<file path="src/rtl/pc_updater_if.sv">
// Fetch-stage bundle between the PC updater and its surroundings:
// branch request, condition, flags and target in; PC out.
interface pc_updater_if;
   logic [15:0] InAddr;
   logic        branch;
   logic [2:0]  cond;
   logic        Z;
   logic        N;
   logic        V;
   logic [15:0] OutAddr;

   modport master (
      output InAddr, branch, cond, Z, N, V,
      input  OutAddr
   );

   modport slave (
      input  InAddr, branch, cond, Z, N, V,
      output OutAddr
   );
endinterface

</file>
<file path="src/rtl/pc_updater.sv">
// Program counter and next-PC select for the 16-bit fetch stage.
// Define PC_UPDATER_ALIGN_EN to force branch targets halfword-aligned.
module pc_updater (
   input logic         clk,
   input logic         rst,
   pc_updater_if.slave bus
);
   localparam logic [2:0] COND_NE = 3'b000;
   localparam logic [2:0] COND_EQ = 3'b001;
   localparam logic [2:0] COND_GT = 3'b010;
   localparam logic [2:0] COND_LT = 3'b011;
   localparam logic [2:0] COND_GE = 3'b100;
   localparam logic [2:0] COND_LE = 3'b101;
   localparam logic [2:0] COND_OV = 3'b110;

   logic [15:0] pc_q;
   logic [15:0] pc_d;
   logic [15:0] target;
   logic        cond_true;
   logic        taken;

   always_comb begin
      cond_true = 1'b1;
      case (bus.cond)
         COND_NE: cond_true = ~bus.Z;
         COND_EQ: cond_true = bus.Z;
         COND_GT: cond_true = ~bus.Z & ~bus.N;
         COND_LT: cond_true = bus.N;
         COND_GE: cond_true = bus.Z | ~bus.N;
         COND_LE: cond_true = bus.N | bus.Z;
         COND_OV: cond_true = bus.V;
         default: cond_true = 1'b1;
      endcase
   end

`ifdef PC_UPDATER_ALIGN_EN
   assign target = {bus.InAddr[15:1], 1'b0};
`else
   assign target = bus.InAddr;
`endif

   // Gate on branch first so unknown flags never reach the PC.
   always_comb begin
      taken = 1'b0;
      if (bus.branch == 1'b1) begin
         taken = cond_true;
      end
   end

   always_comb begin
      pc_d = pc_q + 16'd2;
      if (taken == 1'b1) begin
         pc_d = target;
      end
   end

   always_ff @(posedge clk) begin
      if (rst) begin
         pc_q <= 16'h0000;
      end else begin
         pc_q <= pc_d;
      end
   end

   assign bus.OutAddr = pc_q;
endmodule

</file>
<file path="src/flat_wrapper.sv">
// flat-port wrapper written by rule: the top's interface ports become plain ports
module pc_updater_flat 
  (clk, rst, bus_InAddr, bus_branch, bus_cond, bus_Z, bus_N, bus_V, bus_OutAddr);
  pc_updater_if bus_i ();
  input logic clk;
  input logic rst;
  input wire logic [$bits(bus_i.InAddr)-1:0] bus_InAddr;
  input wire logic [$bits(bus_i.branch)-1:0] bus_branch;
  input wire logic [$bits(bus_i.cond)-1:0] bus_cond;
  input wire logic [$bits(bus_i.Z)-1:0] bus_Z;
  input wire logic [$bits(bus_i.N)-1:0] bus_N;
  input wire logic [$bits(bus_i.V)-1:0] bus_V;
  output wire logic [$bits(bus_i.OutAddr)-1:0] bus_OutAddr;
  assign bus_i.InAddr = bus_InAddr;
  assign bus_i.branch = bus_branch;
  assign bus_i.cond = bus_cond;
  assign bus_i.Z = bus_Z;
  assign bus_i.N = bus_N;
  assign bus_i.V = bus_V;
  assign bus_OutAddr = bus_i.OutAddr;
  pc_updater u_core (.clk(clk), .rst(rst), .bus(bus_i));
endmodule
</file>
<file path="config.mk">
export PLATFORM = sky130hd
export DESIGN_NAME = pc_updater_flat
export DESIGN_NICKNAME = d
export VERILOG_FILES = /design/src/rtl/pc_updater_if.sv /design/src/rtl/pc_updater.sv /design/src/flat_wrapper.sv
export SDC_FILE = /design/constraint.sdc
export NUM_CORES = 1
export LEC_CHECK = 0
export CORE_MARGIN = 4
export CORE_UTILIZATION = 40
export DETAILED_ROUTE_END_ITERATION = 8
export GPL_ROUTABILITY_DRIVEN = 1
export GPL_TIMING_DRIVEN = 0
export PLACE_DENSITY = 0.78
export SYNTH_ARGS = -nofsm -noshare
export SYNTH_HDL_FRONTEND = slang
export SYNTH_SLANG_ARGS = --single-unit
export TNS_END_PERCENT = 20
</file>
<file path="constraint.sdc">
create_clock -name clk -period 1.9 [get_ports clk]
set_input_delay 0.19 -clock clk [delete_from_list [all_inputs] [get_ports clk]]
set_output_delay 0.19 -clock clk [all_outputs]
set_load 0.01 [all_outputs]
</file>
[Yosys cells after proc, flatten, opt, wreduce, memory -nomap -nowiden]
Index checks and enable logic that the tools add are counted.
Word-level totals
  flip-flop bits (word level): 16
  input bits: 25
  output and inout bits: 16
  logic and storage cells: 17
Operators by class
  add/sub/neg operators: 1
  equality and inequality tests: 6
  multiplexer cells: 3
  bitwise logic cells: 5
  reductions and logical operators: 1
Operators with widths (count)
  $add A16 B2 Y16 const B: 1
  $mux W16: 1
  $eq A3 B3 Y1 const B: 3
  $pmux W1 S7: 1
  $eq A3 B2 Y1 const B: 2
  $eq A3 B1 Y1 const B: 1
  $logic_not A3 Y1: 1
  $not A1 Y1: 2
  $or A1 B1 Y1: 2
  $and A1 B1 Y1: 1
  $mux W1: 1

[Depth between registers and ports, before layout]
Gate-level depths: netlist of the first run.
  depth in word-level cells: 5
  mapped depth: 6
  depth with buffers taken out: 6

[Least setup slack after synthesis of the first run]
Ideal clock, no wire load.
  path kind: flip-flop to flip-flop
  start point: register u_core.pc_q[1] (netlist: u_core.bus.OutAddr[1])
  end point: register u_core.pc_q[15] (netlist: u_core.bus.OutAddr[15])
  setup time: 0.086 ns
  arrival: 1.393 ns
  data required time: 1.814 ns
  slack: 0.421 ns
  stages on the path, launching flop included: 7
  path buffers: 0
  period minus slack after synthesis: 1.479 ns
  cell sequence: dfxtp_1 > ha_1 > nand4_1 > nor2_1 > nand4_1 > xor2_1 > a211oi_1
On the way
  longest elaborated chain between the ends: 2
Ends and longest elaborated chain
  from (decl): RTL line pc_updater.sv:16  | logic [15:0] pc_q;
  from (signal assigned): RTL line pc_updater.sv:61  | pc_q <= pc_d;
  $add A16 B2 Y16: RTL line pc_updater.sv:51  | pc_d = pc_q + 16'd2;
  $mux W16: RTL line pc_updater.sv:52  | if (taken == 1'b1) begin
Every way passes these cells.
A chain may end at the register's enable or synchronous reset.

[Final worst setup path of the first run]
  start point: input bus_cond[2]
  end point: register u_core.pc_q[2] (netlist: u_core.bus.OutAddr[2])
On the way
  longest elaborated chain between the ends: 4
  elaborated cells on any way between the ends: 10
  those cells by class: 6 x eq/ne; 3 x mux; 1 x reduce/logical
Ends and longest elaborated chain
  from (decl): RTL line flat_wrapper.sv:9  | input wire logic [$bits(bus_i.cond)-1:0] bus_cond;
  $eq A3 B3 Y1 (tied with other cells): RTL line pc_updater.sv:24  | case (bus.cond)
  $pmux W1 S7 (*): RTL line pc_updater.sv:24
  $mux W1 (*): RTL line pc_updater.sv:45  | if (bus.branch == 1'b1) begin
  $mux W16 (*): RTL line pc_updater.sv:52
Every way passes the cells marked *; elsewhere a longest branch is shown, timed or not.

==> results of run 1 <==
==> per-stage QoR <==
stage | setup TNS (ns) | power (mW)
2_1_floorplan | 0 | 0.533
3_3_place_gp | -1.65 | 0.671
3_5_place_dp | -2.97 | 0.679
4_1_cts | 0 | 0.856
5_1_grt | 0 | 0.905
6_report | 0 | 0.854
==> layout make-up <==
| cell class | count | area [sq um] | share of cell area [%] |
|---|---|---|---|
| flip-flops and latches | 16 | 320 | 23.7 |
| repair buffers | 41 | 405 | 30.0 |
| clock buffers | 3 | 22.5 | 1.67 |
| inverters | 1 | 3.75 | 0.278 |
| plain buffers | 4 | 30.0 | 2.22 |
| well taps | 27 | 33.8 | 2.50 |
| multi-input cells | 78 | 534 | 39.6 |
==> logic make-up after synthesis <==
logic type | Yosys count | synth area share (%)
buffers and inverters | 5 | 3.80
AO/OA/AOI/OAI | 17 | 16.5
adder cells (fa/ha/maj) | 1 | 1.41
XOR/XNOR | 13 | 12.8
multiplexers | 2 | 2.25
AND/OR/NAND/NOR | 45 | 27.2
flip-flops | 16 | 36.1
==> power groups by stage <==
stage                     clock network [mW]  logic (mW)  registers, mW
after floorplan                            0       0.106          0.427
after global placement                     0       0.257          0.414
after detailed placement                   0       0.263          0.415
after CTS                              0.183       0.265          0.408
after global routing                   0.197       0.292          0.416
final                                  0.177       0.268          0.408
==> worst max-delay path, delay by kind of cell <==
kind / cells / cell delay (ns)
muxes: 1 / 0.20
AOI/OAI and AO/OA: 1 / 0.32
buffers and inverters: 1 / 0.57
and+or+nand+nor: 3 / 0.64
==> cell usage after synthesis <==
cell      count  area, sq um
o211ai_1      1         7.51
buf_6         2         22.5
and2_1        1         6.26
and3_1        2         12.5
nand3_1       3         15.0
ha_1          1         12.5
nand4_4       1         21.3
nand4_1       3         18.8
mux2i_1       2         20.0
and2b_2       1         8.76
nand4b_1      2         17.5
buf_1         1         3.75
clkbuf_1      1         3.75
xnor2_1      10         87.6
nor2_1       22         82.6
and4bb_1      1         12.5
inv_1         1         3.75
a211oi_1     13         97.6
or2b_1        1         7.51
a211oi_2      2         25.0
xor2_1        3         26.3
and4_2        1         10.0
dfxtp_1      16          320
o32ai_2       1         16.3
nor3_1        2         10.0
nand2_1       5         18.8
==> routing by layer <==
metal,share of wire [%],GRT usage (%),up-vias
met4,0.79,4.05,0
met1,40,20.8,409
met5,0,0,-
met3,6.4,6.17,2
met2,53,32.7,28
li1,-,-,447
==> worst min path at each step <==
stage | cells after the start | startpoint | slack, ns | endpoint
finish | 2 | rst | 0.27 | u_core.bus.OutAddr[1]
global route | 2 | rst | 0.31 | u_core.bus.OutAddr[1]
CTS | 2 | rst | 0.27 | u_core.bus.OutAddr[1]
detailed placement | 2 | u_core.bus.OutAddr[0] | 0.49 | u_core.bus.OutAddr[0]
global placement | 2 | u_core.bus.OutAddr[0] | 0.48 | u_core.bus.OutAddr[0]
floorplan | 2 | bus_InAddr[2] | 0.34 | u_core.bus.OutAddr[2]
==> summary.txt, run 1 <==
Die Wd - 55.1 microns
First-pass GRT wire length - 3930 microns
Fin Clk Skew - 0.000546 ns
Crit path from - bus_cond[2]
Critical path arrival - 1.93 ns
Switching pwr - 0.247 mW
Synth unique cells - 26
Hold Crit Class - in -> reg
CP endpoint kind - register
Worst r2r src - u_core.bus.OutAddr[1]
Comb pwr share - 31.4%
Core Util, Final - 66.1%
Final Cycle Share - 93.2%
Peak supply drop - 0.522 mV
Syn Area/Cell - 8.97 sq um
Peak Freq - 564 MHz
Mapped Nets - 125
Hold_buf cts - 0
Status - finished, final reports clean
Area grow syn2layout - 52.0%
Total of max-cap violations - 0
Clk pwr share - 20.8%
Core footprint - 0.00204 sq mm
Slew @ Worst Pin - 0.508 ns
Crit path cell chain - clkdlybuf4s50_1, and2b_2, o211ai_1, and4_2, mux2i_1, nor2_1
Fillcell total - 197
CTS clock-pin slew for the worst setup and hold paths - 0.09 ns
Critical path type - in -> reg
Seq/Total Area, Yosys - 36.1%
All-Layer GR Usage - 18.3%
Number of port buffers - 39
Seq cells post-synth - 16
Root buf cell - clkbuf_4
Yosys warnings - 0
FF-to-FF setup slack - 0.19 ns
CTS Buf Count - 3
Placed insts - 165
Max_slew headroom - 66.1%
Cts repair resizes - 0
Most common cell after layout, fill and taps aside - clkdlybuf4s50_1
Finished Cell Area - 0.00135 sq mm
DRC viols - 0
RSZ-0062 raised after global routing - false
Mapped Cells - 99
Die H - 55.1 microns
Sw Share - 28.9%
Crit path required time - 2.06 ns
Seq pwr share - 47.8%
Number of setup buffers added after CTS - 0
Area after DPL - 0.00131 sq mm
Pwr Density - 633 mW/mm^2
Vias in the first global route - 907
Max-slew violations - 0
Endpoints failing setup - 0
Hold slack - 0.268 ns
CP max-delay cell - clkdlybuf4s50_1
Synthesized area - 888 sq um
Setup WS pre-CTS - -0.229 ns
Post-DR wirelength/cell - 14.1 microns
R2R depth - 6
Crit Path Max Fanout - 6
Drt pass-1 iters - 5
Max H-tree Level - 1
Initial Util - 43.5%
IO Count - 41
Post-Layout Cell Count - 170
# rows - 16
Max reg flops - 16
DP HPWL - 1910 microns
Initial DRC count - 9
Clock latency on the worst-skew pair - 0.29 ns
Layout cells sized above 1 - 9.09%
Total gr overflow - 0
Post-layout min period - 1.77 ns
Post-route ant nets - 0
CP endpoint - u_core.bus.OutAddr[2]
Most frequent cells in the layout - clkdlybuf4s50_1, nor2_1, dfxtp_1
Final Hold Viols - 0
R2R Path End - u_core.bus.OutAddr[15]
Final WS setup - 0.128 ns
Worst path max stage delay - 0.57 ns
Die ar. - 0.00304 sq mm
DR vias - 886
Initial antenna violation count - 0
Clock sinks - 16
CTS max path bufs - 2
CTS tree - yes
Leakage - 0.460 nW
Post-layout net count - 171
Routability cong. - 0.769
Largest net degree at the start of global routing - 11
Critical Path Source Type - primary input
Pint - 0.607 mW
Avg Vias per Cell - 5.21
WL final - 2400 microns
# diodes - 0
(Power assumes the default switching activity.)
==> run 2, diff against run 1 <==
--- a/config.mk
+++ b/config.mk
@@ -7,6 +7,7 @@
 export LEC_CHECK = 0
 export CORE_MARGIN = 4
 export CORE_UTILIZATION = 40
+export CTS_BUF_LIST = sky130_fd_sc_hd__clkbuf_16
 export DETAILED_ROUTE_END_ITERATION = 8
 export GPL_ROUTABILITY_DRIVEN = 1
 export GPL_TIMING_DRIVEN = 0
==> summary.txt, run 2 (synthesis results as in run 1) <==
Hold_buf cts - 0
Crit path required time - 2.01 ns
FF-to-FF setup slack - 0.19 ns
RSZ-0062 raised after global routing - false
CTS Buf Count - 3
Largest net degree at the start of global routing - 11
Fin Clk Skew - 0.00179 ns
First-pass GRT wire length - 4020 microns
Root buf cell - clkbuf_16
Worst hold endpoint - u_core.bus.OutAddr[1]
Critical path type - in -> reg
Routability cong. - 0.769
Die Wd - 55.1 microns
Overall power - 1.08 mW
Worst r2r src - u_core.bus.OutAddr[1]
WL final - 2430 microns
Post-Layout Cell Count - 171
Crit Path Max Fanout - 6
Hold slack - 0.312 ns
Status - finished, final reports clean
Final Cycle Share - 94.4%
Crit path from - bus_cond[2]
Drt pass-1 iters - 4
IO Count - 41
CTS clock-pin slew for the worst setup and hold paths - 0.05 ns
Critical path arrival - 1.90 ns
Worst path max stage delay - 0.57 ns
Core footprint - 0.00204 sq mm
Hold path start - rst
Finished Cell Area - 0.00142 sq mm
Hold Crit Class - in -> reg
CTS max path bufs - 2
Core Util, Final - 69.6%
Clock sinks - 16
Max-slew violations - 0
All-Layer GR Usage - 18.6%
Placed insts - 165
DRC viols - 0
Hold path depth - 2
CP max-delay cell - clkdlybuf4s50_1
Layout cells sized above 1 - 9.72%
# diodes - 0
Clock latency on the worst-skew pair - 0.24 ns
Setup tns final - 0 ns
Max reg flops - 16
Post-DR wirelength/cell - 14.2 microns
Most frequent cells in the layout - clkdlybuf4s50_1, nor2_1, dfxtp_1
Leakage - 0.489 nW
Vias in the first global route - 923
# rows - 16
Fillcell total - 185
DR vias - 894
Number of port buffers - 39
Peak supply drop - 0.724 mV
DP HPWL - 1910 microns
Max H-tree Level - 1
CP endpoint kind - register
Pwr Density - 761 mW/mm^2
Post-layout min period - 1.79 ns
Max_slew headroom - 66.1%
Crit path cell chain - clkdlybuf4s50_1, and2b_2, o211ai_1, buf_4, and4_2, mux2i_1, nor2_1
R2R Path End - u_core.bus.OutAddr[15]
Total gr overflow - 0
Critical Path Source Type - primary input
Area grow syn2layout - 60.0%
Final Hold Viols - 0
Initial antenna violation count - 0
Initial DRC count - 6
Initial Util - 43.5%
Most common cell after layout, fill and taps aside - clkdlybuf4s50_1
Post-layout net count - 172
Slew @ Worst Pin - 0.509 ns
Area after DPL - 0.00131 sq mm
Endpoints failing setup - 0
Die ar. - 0.00304 sq mm
R2R depth - 6
CTS tree - yes
Total of max-cap violations - 0
Avg Vias per Cell - 5.23
Setup WS pre-CTS - -0.229 ns
Final WS setup - 0.107 ns
Peak Freq - 558 MHz
Post-route ant nets - 0
Die H - 55.1 microns
## run 2: cell count changes in the layout (fill, tap and decap cells not counted), sizes merged
cell,before,now
buf,5,6
## run 2: layer usage
metal  wire length [microns]  track usage (%)
met1                     967             20.8
met2                    1270             33.5
met3                     151             6.17
met4                      38             5.26
met5                       0                0
## run 2: worst max-delay path: cells and delay by family
kind,cells,cell delay (ns)
AO/OA/AOI/OAI,1,0.18
multiplexers,1,0.20
AND/OR/NAND/NOR,3,0.60
buffers and inverters,2,0.72
## run 2: where the power goes
part / switching (mW) / internal, mW / total (mW)
sequential: 0.0379 / 0.372 / 0.410
clock: 0.123 / 0.276 / 0.398
combinational: 0.108 / 0.165 / 0.273
total: 0.268 / 0.813 / 1.08
## run 2: repair_timing
| item | CTS | global route |
|---|---|---|
| endpoints found under the setup margin | 0 | 14 |
| gates resized for setup | 0 | 1 |
| buffers inserted | 0 | 3 |
| hold endpoints to repair | 0 | 0 |
## run 2: area by class of cell
type	count	area (sq um)	area share, %
Buffer	4	30.0	2.11
Clock buffer	3	75.1	5.28
Inverter	1	3.75	0.264
Multi-Input combinational cell	78	546	38.4
Sequential cell	16	320	22.5
Tap cell	27	33.8	2.38
Timing Repair Buffer	42	413	29.0
## run 2: worst max-delay path by stage
| stage | end | slack, ns | cells after the start |
|---|---|---|---|
| global route | u_core.bus.OutAddr[14] | 0.03 | 7 |
| CTS | u_core.bus.OutAddr[15] | 0.009 | 6 |
| floorplan | u_core.bus.OutAddr[15] | 0.42 | 6 |
| global placement | u_core.bus.OutAddr[15] | -0.14 | 6 |
| detailed placement | u_core.bus.OutAddr[15] | -0.23 | 6 |
| finish | u_core.bus.OutAddr[2] | 0.11 | 7 |
